`src/rtl/bufm_id_mgr.sv`:
```
`default_nettype none
// ============================================================================
// Module   : bufm_id_mgr
// Purpose  : Owns the pool of bufm packet-buffer IDs as a circular free list.
//            Grants or refuses one ID per packet header using priority-based
//            admission thresholds, takes back released IDs, and reports the
//            free-ID count plus allocation statistics.
// Ports    : clk, rst_n            - clock, asynchronous active-low reset
//            alloc_req/alloc_pri   - allocation request pulse and priority
//            alloc_ack/alloc_nack  - one-cycle grant / refusal pulses
//            alloc_id              - granted ID (valid with alloc_ack)
//            rel_wr/rel_id         - release pulse and returned ID
//            free_cnt              - IDs currently in the free list
//            init_done             - free list fully loaded
//            alloc_ok_cnt          - granted-request count (wraps)
//            alloc_drop_cnt        - refused-request count (wraps)
//            rel_err/rel_err_cnt   - bogus-release pulse and count
//                                    (only with BUFM_ID_CHK_EN)
// Options  : `define BUFM_ID_CHK_EN adds an in-use bitmap that rejects
//            releases of IDs that are not currently allocated.
// Revision : 1.0 - initial release
// ============================================================================
module bufm_id_mgr #(
    parameter int ID_W   = 4,
    parameter int ID_NUM = 16,
    parameter int CNT_W  = 5
) (
    input  logic             clk,
    input  logic             rst_n,
    input  logic             alloc_req,
    input  logic [2:0]       alloc_pri,
    output logic             alloc_ack,
    output logic             alloc_nack,
    output logic [ID_W-1:0]  alloc_id,
    input  logic             rel_wr,
    input  logic [ID_W-1:0]  rel_id,
    output logic [CNT_W-1:0] free_cnt,
    output logic             init_done,
    output logic [31:0]      alloc_ok_cnt,
    output logic [31:0]      alloc_drop_cnt
`ifdef BUFM_ID_CHK_EN
    ,
    output logic             rel_err,
    output logic [15:0]      rel_err_cnt
`endif
);

    localparam logic [0:0]       c_st_init  = 1'b0;
    localparam logic [0:0]       c_st_run   = 1'b1;
    localparam logic [CNT_W-1:0] c_cnt_full = CNT_W'(ID_NUM);
    localparam logic [CNT_W-1:0] c_thr_p0   = CNT_W'(4);
    localparam logic [CNT_W-1:0] c_thr_p1   = CNT_W'(2);
    localparam logic [CNT_W-1:0] c_cnt_one  = CNT_W'(1);
    localparam logic [ID_W-1:0]  c_last_id  = ID_W'(ID_NUM - 1);
    localparam logic [ID_W-1:0]  c_id_one   = ID_W'(1);

    logic [0:0]       r_state;
    logic [0:0]       w_state_nxt;
    logic [ID_W-1:0]  r_free_list [ID_NUM];
    logic [ID_W-1:0]  r_rd_ptr;
    logic [ID_W-1:0]  r_wr_ptr;
    logic [CNT_W-1:0] r_free_cnt;
    logic             r_ack;
    logic             r_nack;
    logic [ID_W-1:0]  r_alloc_id;
    logic [31:0]      r_ok_cnt;
    logic [31:0]      r_drop_cnt;

    logic             w_in_run;
    logic             w_load;
    logic             w_thresh_ok;
    logic             w_grant;
    logic             w_refuse;
    logic             w_rel_valid;
    logic             w_rel_ok;
    logic             w_cnt_inc;
    logic [ID_W-1:0]  w_grant_id;

    // ------------------------------------------------------------------
    // State machine: INIT loads IDs 0..ID_NUM-1, then RUN forever.
    // During INIT the write pointer doubles as the load counter.
    // ------------------------------------------------------------------
    always_ff @(posedge clk or negedge rst_n) begin
        if (!rst_n) begin
            r_state <= c_st_init;
        end else begin
            r_state <= w_state_nxt;
        end
    end

    always_comb begin
        w_state_nxt = r_state;
        case (r_state)
            c_st_init: begin
                if (r_wr_ptr == c_last_id) begin
                    w_state_nxt = c_st_run;
                end
            end
            default: w_state_nxt = c_st_run;
        endcase
    end

    assign w_in_run = (r_state == c_st_run);
    assign w_load   = ~w_in_run;

    // Admission thresholds keep headroom for higher-priority traffic.
    always_comb begin
        case (alloc_pri)
            3'd0:    w_thresh_ok = (r_free_cnt >= c_thr_p0);
            3'd1:    w_thresh_ok = (r_free_cnt >= c_thr_p1);
            default: w_thresh_ok = (r_free_cnt >= c_cnt_one);
        endcase
    end

    assign w_grant    = alloc_req & w_in_run & w_thresh_ok;
    assign w_refuse   = alloc_req & ~w_grant;
    assign w_grant_id = r_free_list[r_rd_ptr];

    // A release is only committed in RUN and never past a full list.
    // The grant reads the pre-edge head entry, so an ID released in the
    // same cycle cannot be handed out until the following cycle.
    assign w_rel_ok  = rel_wr & w_in_run & w_rel_valid & (r_free_cnt != c_cnt_full);
    assign w_cnt_inc = w_load | w_rel_ok;

    // Free-list storage is rebuilt by INIT after every reset, so it needs
    // no reset of its own.
    always_ff @(posedge clk) begin
        if (w_load) begin
            r_free_list[r_wr_ptr] <= r_wr_ptr;
        end else if (w_rel_ok) begin
            r_free_list[r_wr_ptr] <= rel_id;
        end
    end

    always_ff @(posedge clk or negedge rst_n) begin
        if (!rst_n) begin
            r_rd_ptr   <= '0;
            r_wr_ptr   <= '0;
            r_free_cnt <= '0;
            r_ack      <= 1'b0;
            r_nack     <= 1'b0;
            r_alloc_id <= '0;
            r_ok_cnt   <= '0;
            r_drop_cnt <= '0;
        end else begin
            r_ack  <= w_grant;
            r_nack <= w_refuse;
            if (w_grant) begin
                r_alloc_id <= w_grant_id;
                r_rd_ptr   <= r_rd_ptr + c_id_one;
                r_ok_cnt   <= r_ok_cnt + 32'd1;
            end
            if (w_refuse) begin
                r_drop_cnt <= r_drop_cnt + 32'd1;
            end
            if (w_cnt_inc) begin
                r_wr_ptr <= r_wr_ptr + c_id_one;
            end
            // Grant and release in the same cycle cancel out.
            case ({w_cnt_inc, w_grant})
                2'b10:   r_free_cnt <= r_free_cnt + c_cnt_one;
                2'b01:   r_free_cnt <= r_free_cnt - c_cnt_one;
                default: r_free_cnt <= r_free_cnt;
            endcase
        end
    end

`ifdef BUFM_ID_CHK_EN
    // ------------------------------------------------------------------
    // In-use bitmap: a release is only honoured for an allocated ID.
    // ------------------------------------------------------------------
    logic [ID_NUM-1:0] r_in_use;
    logic [ID_NUM-1:0] w_set_mask;
    logic [ID_NUM-1:0] w_clr_mask;
    logic              w_rel_bogus;
    logic              r_rel_err;
    logic [15:0]       r_rel_err_cnt;

    assign w_rel_valid = r_in_use[rel_id];
    assign w_rel_bogus = rel_wr & w_in_run & ~r_in_use[rel_id];

    always_comb begin
        w_set_mask = '0;
        w_clr_mask = '0;
        if (w_grant) begin
            w_set_mask = ID_NUM'(1) << w_grant_id;
        end
        if (w_rel_ok) begin
            w_clr_mask = ID_NUM'(1) << rel_id;
        end
    end

    always_ff @(posedge clk or negedge rst_n) begin
        if (!rst_n) begin
            r_in_use      <= '0;
            r_rel_err     <= 1'b0;
            r_rel_err_cnt <= '0;
        end else begin
            r_in_use  <= (r_in_use & ~w_clr_mask) | w_set_mask;
            r_rel_err <= w_rel_bogus;
            if (w_rel_bogus) begin
                r_rel_err_cnt <= r_rel_err_cnt + 16'd1;
            end
        end
    end

    assign rel_err     = r_rel_err;
    assign rel_err_cnt = r_rel_err_cnt;
`else
    assign w_rel_valid = 1'b1;
`endif

    assign alloc_ack      = r_ack;
    assign alloc_nack     = r_nack;
    assign alloc_id       = r_alloc_id;
    assign free_cnt       = r_free_cnt;
    assign init_done      = w_in_run;
    assign alloc_ok_cnt   = r_ok_cnt;
    assign alloc_drop_cnt = r_drop_cnt;

endmodule
`default_nettype wire

```
`config.mk`:
```
export PLATFORM = sky130hd
export DESIGN_NAME = bufm_id_mgr
export DESIGN_NICKNAME = d
export VERILOG_FILES = /design/src/rtl/bufm_id_mgr.sv
export SDC_FILE = /design/constraint.sdc
export NUM_CORES = 1
export LEC_CHECK = 0
export CORE_MARGIN = 8
export CORE_UTILIZATION = 59
export CTS_CLUSTER_SIZE = 24
export DETAILED_ROUTE_END_ITERATION = 6
export PLACE_DENSITY = 0.82
export SLEW_MARGIN = 5
export SYNTH_ARGS = -nofsm -noshare
export SYNTH_HDL_FRONTEND = slang
export SYNTH_SLANG_ARGS = --single-unit
```
`constraint.sdc`:
```
create_clock -name clk -period 5.82 [get_ports clk]
set_input_delay 0.873 -clock clk [delete_from_list [all_inputs] [get_ports clk]]
set_output_delay 0.873 -clock clk [all_outputs]
set_load 0.01 [all_outputs]
```
After elaboration in Yosys (flattened, before gate mapping)
Memory sizes are Yosys's and may differ from the RTL's. A register that Yosys moved wholly into a read port is not among the register bits.
Cells that the tools add are included.
Storage, ports and cells
  register bits: 80
  bits in latches: 0
  RAM bits: 64
  memory bits (read-only): 0
  input port bits: 11
  output and inout bits: 76
  word-level logic and storage cells: 44
  memories kept: 1
Cells by class
  add/subtract/negate cells: 6
  multiply operators: 0
  div/mod/pow operators: 0
  $lt $le $gt $ge: 3
  eq/ne operators: 5
  shift-type cells: 0
  mux-type cells: 9
  bitwise gates (word level): 9
  reduce and logical (&&, ||, !) cells: 3
Memories
  r_free_list: depth 16, width 4, read ports 1, clocked after memory_dff 1, write ports 1, line 59  | logic [ID_W-1:0] r_free_list [ID_NUM];
Operators by type and width (number)
  $add 32x1->32 const B: 2
  $pmux 5 s2: 1
  $add 4x1->4 const B: 2
  $mux 1: 6
  $add 5x1->5 const B: 1
  $and 1x1->1: 5
  $ge 5x1->1 const B: 1
  $ge 5x2->1 const B: 1
  $ge 5x3->1 const B: 1
  $ne 5x5->1 const B: 1
  $sub 5x1->5 const B: 1
  $eq 4x4->1 const B: 1
  $mux 4: 1
  $eq 3x1->1 const B: 1
  $logic_not 3->1: 1
  $eq 2x1->1 const B: 1
  $eq 2x2->1 const B: 1
  $not 1->1: 2
  $or 1x1->1: 2
  $pmux 1 s2: 1
  $reduce_bool 2->1: 1
  $logic_not 1->1: 1

Longest topological paths before layout
Gate-level depths: netlist of the first run.
  word-level depth: 6
  mapped depth: 11
  gate-level depth less buffers: 11

Worst setup path after synthesis of the first run
No wires, ideal clock.
  kind: input -> register
  from: in alloc_pri[0]
  to: reg r_free_cnt[4], in the netlist free_cnt[4]
  library setup time: 0.079 ns
  arrival: 2.751 ns
  required time: 5.741 ns
  setup slack: 2.990 ns
  stages: 8
  buffers on the path: 1
  cell sequence: a2111o_1 > o211ai_1 > inv_2 > buf_2 > ha_1 > nand4b_1 > a21oi_1 > xor2_1
On the way
  cells in the longest elaborated chain, start to end: 5
  elaborated cells on any way between the ends: 8
  classes of those cells: eq/ne (3); mux (2); bitwise (1); reduce/logical (2)
Ends and longest elaborated chain
  start: declaration: line 31  | input logic [2:0] alloc_pri,
  $eq 3x1->1 or $logic_not 3->1 (tied branches): line 108  | case (alloc_pri)
  $pmux 1 s2 *: line 108
  $and 1x1->1 *: line 115  | assign w_grant = alloc_req & w_in_run & w_thresh_ok;
  named net w_grant: line 72  | logic w_grant;
  $eq 2x1->1 or $eq 2x2->1 (tied branches): line 160  | case ({w_cnt_inc, w_grant})
  $pmux 5 s2 or $reduce_bool 2->1 (tied branches)
  end signal: assignment: line 161  | 2'b10: r_free_cnt <= r_free_cnt + c_cnt_one;
  end signal: assignment: line 162  | 2'b01: r_free_cnt <= r_free_cnt - c_cnt_one;
  end signal: assignment: line 163  | default: r_free_cnt <= r_free_cnt;
  end: declaration: line 62  | logic [CNT_W-1:0] r_free_cnt;
Mark *: on every way through the listed nets, which the timed path passes. The rest lies on a longest branch.
A chain may end at the register's enable or synchronous reset.

Worst setup path in the final report of the first run
  from: in alloc_pri[0]
  to: reg r_free_cnt[4], in the netlist free_cnt[4]
On the way
  cells in the longest elaborated chain, start to end: 5
  elaborated cells on any way between the ends: 8
  classes of those cells: eq/ne (3); mux (2); bitwise (1); reduce/logical (2)
Ends and longest elaborated chain (line)
  $eq 3x1->1 or $logic_not 3->1 (tied branches): 108
  $pmux 1 s2 *: 108
  $and 1x1->1 *: 115
  $eq 2x1->1 or $eq 2x2->1 (tied branches): 160
  $pmux 5 s2 or $reduce_bool 2->1 (tied branches)
Every way passes the cells marked *; elsewhere a longest branch is shown, timed or not.

==> impl_metrics.tcl, run 1 <==
set metrics [dict create \
    fmax_mhz 361 \
    setup_viol 0 \
    setup.worst_path.end_class "register" \
    switching_share_pct 30.0 \
    yosysUniqueCellTypes 41 \
    critPathRequiredTime_ns 6.27 \
    final_period_minus_worst_setup_slack_ns 2.77 \
    power_report.internal_total_w 0.00229 \
    cts.sink_count 148 \
    worst-path-max-fanout 17 \
    wl_per_cell_um 18.6 \
    drv_slew 0 \
    comb_power_share_pct 22.3 \
    drt-initial-drc-count 378 \
    area_enclosed_by_the_die_boundary_mm2 0.0144 \
    initial_core_util_pct 59.6 \
    dr_total_vias 4025 \
    clock_tree_from_tritoncts "built" \
    worst-endpoint-arrival_ns 3.22 \
    slew-limit-headroom_pct 24.8 \
    syn_inst_count 462 \
    net_count_after_synthesis 485 \
    synth-warning-count 0 \
    hold_violations 0 \
    cts_root_buffer "sky130_fd_sc_hd__clkbuf_8" \
    grt_pass1_wl_mm 22.1 \
    vdd_drop_max_mv 0.250 \
    drt_drc_violations_left 0 \
    leakagePower_nw 3.12 \
    worstSkewPairLatency_ns 0.53 \
    min-delay-path-class "register to register" \
    fin_ws_ns 3.05 \
    detailedPlace.worstSlack_ns 2.50 \
    final_min_period_over_clock_period_pct 47.6 \
    cpPeakStageDelay_ns 0.42 \
    worst_path_dominant_cell_family "buffers and inverters" \
    final_setup_skew_ns 0.00944 \
    cts_hold_buffers 0 \
    asyncSetResetFlopFracSynth_pct 56.8 \
    antennaDiodeCount 0 \
    cts_inserted_buffers 17 \
    drt-total-wl_mm 13.1 \
    path_buf_inv 3 \
    syn-cell-area_mm2 0.00637 \
    globalplace.congestion 0.821 \
    dominantRegCellSynth "sky130_fd_sc_hd__dfrtp_1" \
    cts_max_level 4 \
    die-height_um 120 \
    setup_tns_ns 0 \
    cpMaxStageDelayCell "sky130_fd_sc_hd__a2111o_1" \
    seq_power_share_pct 46.4 \
    synthesis.area_per_instance_um2 13.8 \
    layout-area-overhead-vs-synth_pct 24.3 \
    p_per_area_mw_per_mm2 412 \
    synth_top_cells_by_area "sky130_fd_sc_hd__dfrtp_1, sky130_fd_sc_hd__edfxtp_1, sky130_fd_sc_hd__xnor2_1" \
    power.clock.fraction_pct 31.3 \
    net_switching_power_figure_w 0.000981 \
    synth_top_area_share_pct 33.0 \
    postRouteAntennaNets 0 \
    final_nets 576 \
    status "completed" \
    worst_pin_slew_ns 1.13 \
    netlist.top_cell.by_area "sky130_fd_sc_hd__dfrtp_1" \
    clk_path_buf_depth 2 \
    seq_area_frac_synth_pct 63.1 \
    floorplan.core_area_mm2 0.0107 \
    edff_count_synth 64 \
    initial_antenna_violation_count 0 \
    timing.max_cap.violations 0 \
    postCtsSetupRepairBufs 0 \
    dp_hpwl_mm 8.88 \
    num_io_pins 87 \
    design_power_total_w 0.00327 \
    grt_setup_unrepaired "false" \
    fill_cells 684 \
    drt_pass1_iterations 4 \
    vias_per_instance 5.70 \
    grt_pass1_vias 4247 \
    placement_rows 38 \
    critical_path.cell_chain "clkdlybuf4s50_1 -> a2111o_1 -> o211ai_1 -> buf_4 -> inv_2 -> ha_1 -> nand4b_1 -> a21oi_1 -> xor2_1" \
    overall_global_routing_usage_pct 19.2 \
    worst_setup_hold_path_clk_slew_ns 0.06 \
    ys_seq_elements 148 \
    post_cts_resize_count 0 \
    worst-setup-path-type "primary input to register" \
    die_w_um 120 \
    pin_count_of_the_biggest_net_entering_global_routing 85 \
    start_kind "primary input" \
    total_grt_overflow 0 \
    drive_above_1_share_pct 10.8 \
    port-buffer-count 86 \
]
## Yosys cell counts, types with 2 or more instances
master                      count
sky130_fd_sc_hd__nand3_1       23
sky130_fd_sc_hd__nor3_1         9
sky130_fd_sc_hd__and4_1         5
sky130_fd_sc_hd__mux4_2        16
sky130_fd_sc_hd__edfxtp_1      64
sky130_fd_sc_hd__nor2b_1        7
sky130_fd_sc_hd__mux2i_1        5
sky130_fd_sc_hd__buf_2          5
sky130_fd_sc_hd__nand4_1       24
sky130_fd_sc_hd__nand2b_1       2
sky130_fd_sc_hd__clkbuf_1       7
sky130_fd_sc_hd__a21oi_1        2
sky130_fd_sc_hd__nor4_1         3
sky130_fd_sc_hd__o21ai_0        4
sky130_fd_sc_hd__xor2_1        19
sky130_fd_sc_hd__buf_1          2
sky130_fd_sc_hd__and3_1        18
sky130_fd_sc_hd__and2_1         2
sky130_fd_sc_hd__ha_1          12
sky130_fd_sc_hd__xnor2_1       54
sky130_fd_sc_hd__nor2_1        27
sky130_fd_sc_hd__mux2_2         3
sky130_fd_sc_hd__inv_1          7
sky130_fd_sc_hd__a2111oi_0      4
sky130_fd_sc_hd__nand2_1       35
sky130_fd_sc_hd__a311oi_1       4
sky130_fd_sc_hd__nor4b_2        2
sky130_fd_sc_hd__dfrtp_1       84
## sequential cells by signal, summed over array words and instances, names as in the netlist
| register | cells |
|---|---|
| r_wr_ptr | 4 |
| r_rd_ptr | 4 |
| alloc_nack | 1 |
| alloc_ack | 1 |
| alloc_ok_cnt | 32 |
| r_free_list | 64 |
| alloc_drop_cnt | 32 |
| free_cnt | 5 |
| alloc_id | 4 |
| init_done | 1 |
## logic make-up after synthesis
group | count (synthesis) | synth area share (%)
AOI/OAI and AO/OA | 21 | 2.51
xor gates and xnor gates | 73 | 10.0
adders and majority gates | 12 | 2.36
buffers and inverters | 23 | 1.57
DFF | 148 | 63.1
muxes | 24 | 6.97
and+or+nand+nor | 161 | 13.4
## power by group through the flow
stage | combinational (W) | sequential [W] | clock (W)
6_report | 0.000729 | 0.00152 | 0.00102
4_1_cts | 0.000737 | 0.00152 | 0.00104
5_1_grt | 0.000797 | 0.00155 | 0.00108
3_5_place_dp | 0.000729 | 0.00153 | 0
2_1_floorplan | 0.000518 | 0.00143 | 0
3_3_place_gp | 0.000694 | 0.00152 | 0
## metrics by stage
step           util (%)  hold WS [ns]  instance area, µm²  std cells
3_5_place_dp       68.7         0.466                7340        674
5_1_grt            74.1         0.499                7920        706
4_1_cts            74.0         0.474                7920        706
3_3_place_gp       68.7         0.460                7340        674
6_report           74.1         0.468                7920        706
2_1_floorplan         -         0.507                6370        462
## layer usage
layer | GRT usage, % | up-vias | part of all wire, % | wire, µm
met5 | 0 | - | 0 | 0
met1 | 25.3 | 2009 | 43 | 5700
li1 | - | 1871 | - | -
met3 | 5.45 | 20 | 6.3 | 831
met4 | 7.57 | 0 | 1.4 | 182
met2 | 29.8 | 125 | 49 | 6390
## worst reg2reg max path, stage by stage, from the launching register on
cell and delay, ns:
sky130_fd_sc_hd__dfrtp_1 0.50, sky130_fd_sc_hd__inv_1 0.14, sky130_fd_sc_hd__ha_1 0.20, sky130_fd_sc_hd__o32a_1 0.34, sky130_fd_sc_hd__o211ai_1 0.18, sky130_fd_sc_hd__buf_4 0.26
sky130_fd_sc_hd__inv_2 0.18, sky130_fd_sc_hd__ha_1 0.34, sky130_fd_sc_hd__nand4b_1 0.20, sky130_fd_sc_hd__a21oi_1 0.18, sky130_fd_sc_hd__xor2_1 0.16
## cell type report
class | instances | area, µm² | share of cell area, %
clock buffers | 26 | 529 | 6.68
repair buffers | 87 | 866 | 10.9
clock inverters | 6 | 41.3 | 0.521
well taps | 140 | 175 | 2.21
flip-flops and latches | 148 | 4020 | 50.8
multi-input cells | 291 | 2260 | 28.5
inverters | 8 | 30.0 | 0.379
## cell usage in the layout (no fill, tap or decap), types with 5 or more instances in the layout
cell | synthesis | final
sky130_fd_sc_hd__nor2b_1 | 7 | 7
sky130_fd_sc_hd__nor2_1 | 27 | 27
sky130_fd_sc_hd__xnor2_1 | 54 | 54
sky130_fd_sc_hd__nand4_1 | 24 | 24
sky130_fd_sc_hd__nand2_1 | 35 | 35
sky130_fd_sc_hd__mux2i_1 | 5 | 5
sky130_fd_sc_hd__clkbuf_8 | 0 | 7
sky130_fd_sc_hd__and4_1 | 5 | 5
sky130_fd_sc_hd__clkbuf_16 | 0 | 17
sky130_fd_sc_hd__nand3_1 | 23 | 23
sky130_fd_sc_hd__edfxtp_1 | 64 | 64
sky130_fd_sc_hd__inv_1 | 7 | 7
sky130_fd_sc_hd__mux4_2 | 16 | 16
sky130_fd_sc_hd__dfrtp_1 | 84 | 84
sky130_fd_sc_hd__nor3_1 | 9 | 9
sky130_fd_sc_hd__ha_1 | 12 | 12
sky130_fd_sc_hd__xor2_1 | 19 | 19
sky130_fd_sc_hd__clkdlybuf4s50_1 | 0 | 85
sky130_fd_sc_hd__and3_1 | 18 | 18
## worst paths after layout
| path | from | endpoint | slack [ns] | cells after the start |
|---|---|---|---|---|
| min in group asynchronous | rst_n | alloc_ok_cnt[7] | 0.49 | 1 |
| worst max-delay path | alloc_pri[0] | free_cnt[4] | 3.05 | 9 |
| worst min-delay path | alloc_drop_cnt[31] | alloc_drop_cnt[31] | 0.47 | 1 |
| worst min register to register | alloc_drop_cnt[31] | alloc_drop_cnt[31] | 0.47 | 1 |
| max in group asynchronous | rst_n | alloc_ok_cnt[18] | 4.58 | 1 |
| worst max register to register | free_cnt[1] | free_cnt[4] | 3.07 | 10 |
Power figures use the tool's default switching activity.
==> inputs of run 2 (changes only) <==
--- a/config.mk
+++ b/config.mk
@@ -6,10 +6,10 @@
 export NUM_CORES = 1
 export LEC_CHECK = 0
 export CORE_MARGIN = 8
-export CORE_UTILIZATION = 59
+export CORE_UTILIZATION = 49
 export CTS_CLUSTER_SIZE = 24
 export DETAILED_ROUTE_END_ITERATION = 6
-export PLACE_DENSITY = 0.82
+export PLACE_DENSITY = 0.72
 export SLEW_MARGIN = 5
 export SYNTH_ARGS = -nofsm -noshare
 export SYNTH_HDL_FRONTEND = slang
==> constraint.sdc (replaced) <==
create_clock -name clk -period 2.3 [get_ports clk]
set_input_delay 0.345 -clock clk [delete_from_list [all_inputs] [get_ports clk]]
set_output_delay 0.345 -clock clk [all_outputs]
set_load 0.01 [all_outputs]
==> run 2 against run 1 <==
Against the previous run:
- cell count up 9.3%
- global-route usage down 2.5 points
- sequential share of layout area down 2.3 points
- first-iteration DRC count down 42%
- non-clock buffer count up 34
- design area up 4.9%
- critical endpoint is now alloc_ok_cnt[14]
- largest power group unchanged
==> impl_metrics.tcl, run 2 (synthesis results as in run 1) <==
set metrics [dict create \
    grt_pass1_wl_mm 21.9 \
    drt-initial-drc-count 220 \
    placement_rows 41 \
    largest_reg_flops 64 \
    final.hold.worst_slack_ns 0.396 \
    area_enclosed_by_the_die_boundary_mm2 0.0169 \
    overall_global_routing_usage_pct 16.7 \
    worst_path_dominant_cell_family "buffers and inverters" \
    postRouteAntennaNets 0 \
    die-height_um 130 \
    crit_path_start "free_cnt[1]" \
    setup_viol 0 \
    worst-endpoint-arrival_ns 2.55 \
    cts_inserted_buffers 17 \
    numPlacedInstances 734 \
    fin_area_mm2 0.00831 \
    die_w_um 130 \
    final_period_minus_worst_setup_slack_ns 2.26 \
    worst-path-max-fanout 14 \
    min-delay-path-class "primary input to async pin" \
    final_nets 610 \
    cpMaxStageDelayCell "sky130_fd_sc_hd__dfrtp_2" \
    grt_pass1_vias 4389 \
    clock_tree_from_tritoncts "built" \
    pin_count_of_the_biggest_net_entering_global_routing 58 \
    drt_drc_violations_left 0 \
    stdcell_count 772 \
    vdd_drop_max_mv 0.622 \
    cts_root_buffer "sky130_fd_sc_hd__clkbuf_16" \
    cpPeakStageDelay_ns 0.43 \
    final_min_period_over_clock_period_pct 98.2 \
    num_io_pins 87 \
    globalplace.congestion 0.789 \
    cts_max_level 4 \
    port-buffer-count 86 \
    cell_area_after_placement_mm2 0.00764 \
    p_per_area_mw_per_mm2 1040 \
    most_common_cell_after_layout_fill_and_taps_aside "sky130_fd_sc_hd__clkdlybuf4s50_1" \
    antennaDiodeCount 0 \
    status "completed" \
    number_of_cells_on_the_critical_path 9 \
    dp_hpwl_mm 9.38 \
    registers.top_by_ff_count "r_free_list" \
    setup.worst_path.end_class "register" \
    layout-area-overhead-vs-synth_pct 30.3 \
    start_kind "register" \
    drv_slew 0 \
    cp_common_cell "sky130_fd_sc_hd__buf_4" \
    worst_setup_hold_path_clk_slew_ns 0.06 \
    wl_per_cell_um 17.5 \
    cts.sink_count 148 \
    hold_violations 0 \
    drive_above_1_share_pct 16.5 \
    leakagePower_nw 3.28 \
    reg2regPathDepth 9 \
    worst_pin_slew_ns 0.580 \
    worst-setup-path-type "register to register" \
    sequential_cell_area_mm2 0.00403 \
    grt_setup_unrepaired "true" \
    slew-limit-headroom_pct 61.1 \
    finalCoreUtilization_pct 65.6 \
    fmax_mhz 443 \
    vias_per_instance 5.34 \
    initial_antenna_violation_count 0 \
    final_setup_skew_ns 0.00827 \
    drt_pass1_iterations 4 \
    total_grt_overflow 0 \
    critical_path.cell_chain "buf_4 -> a2111o_1 -> o211ai_1 -> buf_4 -> buf_8 -> nor4b_4 -> clkdlybuf4s15_2 -> buf_4 -> xor2_1" \
    fill_cells 965 \
    worstSkewPairLatency_ns 0.42 \
    path_buf_inv 5 \
    mostFrequentLayoutCells "sky130_fd_sc_hd__clkdlybuf4s50_1, sky130_fd_sc_hd__dfrtp_1, sky130_fd_sc_hd__edfxtp_1" \
    drt-total-wl_mm 13.5 \
    timing.max_cap.violations 0 \
    floorplan.core_area_mm2 0.0127 \
    initial_core_util_pct 50.3 \
    regToRegStartpoint "free_cnt[1]" \
    clk_path_buf_depth 2 \
    critPathRequiredTime_ns 2.59 \
    multi_input_gate_area_in_the_final_layout_mm2 0.00228 \
    dr_total_vias 4121 \
]
run 2: area by class of cell:
type | instances | share of cell area [%]
clock buffers | 18 | 5.17
repair buffers | 121 | 14.0
flip-flops and latches | 148 | 48.5
clock inverters | 14 | 1.96
multi-input cells | 291 | 27.5
well taps | 172 | 2.59
inverters | 8 | 0.361
run 2: repair_timing:
action | 4_1_cts | 5_1_grt
buffers inserted | 0 | 4
endpoints found under the setup margin | 8 | 10
hold endpoints to repair | 27 | 0
cloned | 0 | 1
hold buffers | 1 | 0
pin swaps | 0 | 2
resized for setup | 1 | 5
run 2: path summary, 6_finish.rpt:
| kind | to | slack [ns] |
|---|---|---|
| setup / recovery | alloc_ok_cnt[14] | 0.04 |
| hold / removal | alloc_ok_cnt[3] | 0.40 |
| setup reg to reg | alloc_ok_cnt[14] | 0.04 |
| hold reg to reg | alloc_drop_cnt[31] | 0.48 |
| max in group asynchronous | alloc_drop_cnt[2] | 1.27 |
| min in group clk | alloc_drop_cnt[31] | 0.48 |
run 2: layer usage:
| metal | wire length [µm] | global-route usage [%] |
|---|---|---|
| met1 | 6000 | 20.8 |
| met2 | 6700 | 26.9 |
| met3 | 684 | 4.65 |
| met4 | 143 | 6.90 |
| met5 | 0 | 0 |
run 2: worst register-to-register path: cells and delay by family, from the launching register on:
family	cells	cell delay, ns
buf+inv	5	0.91
compound gates	2	0.60
flops	1	0.43
xor+xnor	1	0.13
simple gates	1	0.07
run 2: power breakdown:
group	internal, W	switching [W]	leakage [nW]
clock	0.00169	0.00105	0.261
combinational	0.00115	0.00105	1.34
sequential	0.00325	0.000407	1.68
run 2: through the flow:
stage	setup TNS, ns	power (W)	setup slack (ns)
floorplan	-0.0587	0.00494	-0.0587
global placement	-1.26	0.00581	-0.132
detailed placement	-2.07	0.00590	-0.230
CTS	0	0.00865	0.0358
global route	-0.219	0.00904	-0.0628
finish	0	0.00861	0.0407
==> inputs of run 3 (changes only) <==
--- a/config.mk
+++ b/config.mk
@@ -5,11 +5,13 @@
 export SDC_FILE = /design/constraint.sdc
 export NUM_CORES = 1
 export LEC_CHECK = 0
+export CAP_MARGIN = 0
 export CORE_MARGIN = 8
 export CORE_UTILIZATION = 49
 export CTS_CLUSTER_SIZE = 24
 export DETAILED_ROUTE_END_ITERATION = 6
 export PLACE_DENSITY = 0.72
+export REMOVE_ABC_BUFFERS = 1
 export SLEW_MARGIN = 5
 export SYNTH_ARGS = -nofsm -noshare
 export SYNTH_HDL_FRONTEND = slang
==> run 3 against run 2 <==
Against the previous run:
- fmax rose by 1.5%
- via count rose by 0.24%
- sequential share of layout area fell by 0.059 points
- combinational power barely moved
- global-route usage rose by 0.40 points
- sequential power barely moved
- clock-buffer cell count fell by 1
- critical path depth fell by 2
- non-clock buffer count did not move
- design area barely moved
- critical endpoint is now alloc_drop_cnt[30]
- largest cell class unchanged
==> impl_metrics.tcl, run 3 (synthesis results as in run 1) <==
set metrics [dict create \
    start_kind "register" \
    cell_area_after_placement_mm2 0.00763 \
    die-height_um 130 \
    setup_viol 0 \
    registers.top_by_ff_count "r_free_list" \
    fill_cells 943 \
    final_min_period_over_clock_period_pct 96.8 \
    worst-endpoint-arrival_ns 2.56 \
    leakagePower_nw 3.32 \
    vdd_drop_max_mv 0.616 \
    drv_slew 0 \
    layout-area-overhead-vs-synth_pct 30.4 \
    initial_core_util_pct 50.3 \
    drt-initial-drc-count 329 \
    grt_pass1_wl_mm 22.3 \
    numPlacedInstances 737 \
    worstSkewPairLatency_ns 0.41 \
    largest_reg_flops 64 \
    cts_root_buffer "sky130_fd_sc_hd__clkbuf_16" \
    timing.max_cap.violations 0 \
    pin_count_of_the_biggest_net_entering_global_routing 46 \
    cts_max_level 4 \
    worst_setup_hold_path_clk_slew_ns 0.06 \
    final_period_minus_worst_setup_slack_ns 2.23 \
    final.hold.worst_slack_ns 0.464 \
    cts.sink_count 148 \
    vias_per_instance 5.35 \
    postRouteAntennaNets 0 \
    p_per_area_mw_per_mm2 1050 \
    most_common_cell_after_layout_fill_and_taps_aside "sky130_fd_sc_hd__clkdlybuf4s50_1" \
    setup_tns_ns 0 \
    status "completed" \
    cts_inserted_buffers 17 \
    fin_area_mm2 0.00831 \
    critPathRequiredTime_ns 2.63 \
    drt_drc_violations_left 0 \
    slew-limit-headroom_pct 58.8 \
    mostFrequentLayoutCells "sky130_fd_sc_hd__clkdlybuf4s50_1, sky130_fd_sc_hd__dfrtp_1, sky130_fd_sc_hd__edfxtp_1" \
    clock_tree_from_tritoncts "built" \
    wl_per_cell_um 17.7 \
    final_nets 610 \
    area_enclosed_by_the_die_boundary_mm2 0.0169 \
    stdcell_count 772 \
    worst-setup-path-type "register to register" \
    sequential_cell_area_mm2 0.00402 \
    drive_above_1_share_pct 15.7 \
    grt_setup_unrepaired "true" \
    initial_antenna_violation_count 0 \
    floorplan.core_area_mm2 0.0127 \
    antennaDiodeCount 0 \
    total_grt_overflow 0 \
    fmax_mhz 449 \
    worst_pin_slew_ns 0.618 \
    hold_violations 0 \
    final_setup_skew_ns 0.00481 \
    multi_input_gate_area_in_the_final_layout_mm2 0.00229 \
    placement_rows 41 \
    dr_total_vias 4131 \
    worst-path-max-fanout 7 \
    port-buffer-count 86 \
    clk_path_buf_depth 2 \
    grt_pass1_vias 4263 \
    die_w_um 130 \
    dp_hpwl_mm 9.39 \
    design_power_total_w 0.00876 \
    globalplace.congestion 0.783 \
    drt-total-wl_mm 13.7 \
    min-delay-path-class "register to register" \
    num_io_pins 87 \
    overall_global_routing_usage_pct 17.1 \
    drt_pass1_iterations 4 \
    setup.worst_path.end_class "register" \
]
## run 3: changes by cell type in the layout (fill, tap and decap cells not counted), moves of 2 or more
cell / before / now
sky130_fd_sc_hd__bufinv_16: 3 / 5
sky130_fd_sc_hd__buf_4: 31 / 34
sky130_fd_sc_hd__clkinv_1: 2 / 6
sky130_fd_sc_hd__dfrtp_2: 2 / 0
sky130_fd_sc_hd__clkinv_2: 1 / 4
sky130_fd_sc_hd__dfrtp_1: 82 / 84
sky130_fd_sc_hd__clkinvlp_4: 8 / 0
## run 3: final timing paths
path	start	to	slack [ns]	cells past startpoint
max	free_cnt[0]	alloc_drop_cnt[30]	0.07	7
min	alloc_ok_cnt[31]	alloc_ok_cnt[31]	0.46	1
max reg2reg	free_cnt[0]	alloc_drop_cnt[30]	0.07	7
min reg2reg	alloc_ok_cnt[31]	alloc_ok_cnt[31]	0.46	1
max in group asynchronous	rst_n	alloc_ok_cnt[25]	1.20	3
min in group asynchronous	rst_n	alloc_ack	0.47	2
## run 3: repair_timing
action	CTS	global route
hold endpoints to repair	39	0
hold buffers	1	0
setup endpoints to repair	11	7
pin swaps	0	5
setup buffers	0	2
resized for setup	4	6
## run 3: stage by stage
step                setup slack (ns)  utilization [%]
floorplan                     -0.715                -
global placement              -0.134             60.2
detailed placement            -0.222             60.2
CTS                          0.00195             65.3
global route                 -0.0289             65.6
finish                        0.0743             65.6
## run 3: final cells by class
cell class	instances	area share [%]
sequential	148	48.4
multi-input combinational	291	27.5
timing repair buffer	121	13.7
clock buffer	17	5.12
tap	172	2.59
clock inverter	15	2.32
inverter	8	0.361
## run 3: routing by layer
metal  GRT usage (%)  wire length (µm)  up-vias
met4            7.79               195        0
li1                -                 -     1955
met3            4.00               817       16
met5               0                 0        -
met1            22.4              6100     2054
met2            26.5              6540      106
## run 3: power breakdown
group          switching [W]  leakage [nW]  internal, W
clock network       0.000990         0.305      0.00189
logic                0.00108          1.34      0.00114
registers           0.000410          1.68      0.00325
## run 3: worst max-delay path, stage by stage, from the launching register on
cell                      delay, ns
sky130_fd_sc_hd__dfrtp_1       0.38
sky130_fd_sc_hd__buf_4         0.17
sky130_fd_sc_hd__o32a_1        0.37
sky130_fd_sc_hd__buf_4         0.14
sky130_fd_sc_hd__o21a_4        0.22
sky130_fd_sc_hd__or4b_4        0.58
sky130_fd_sc_hd__nor2_4        0.13
sky130_fd_sc_hd__xor2_1        0.15
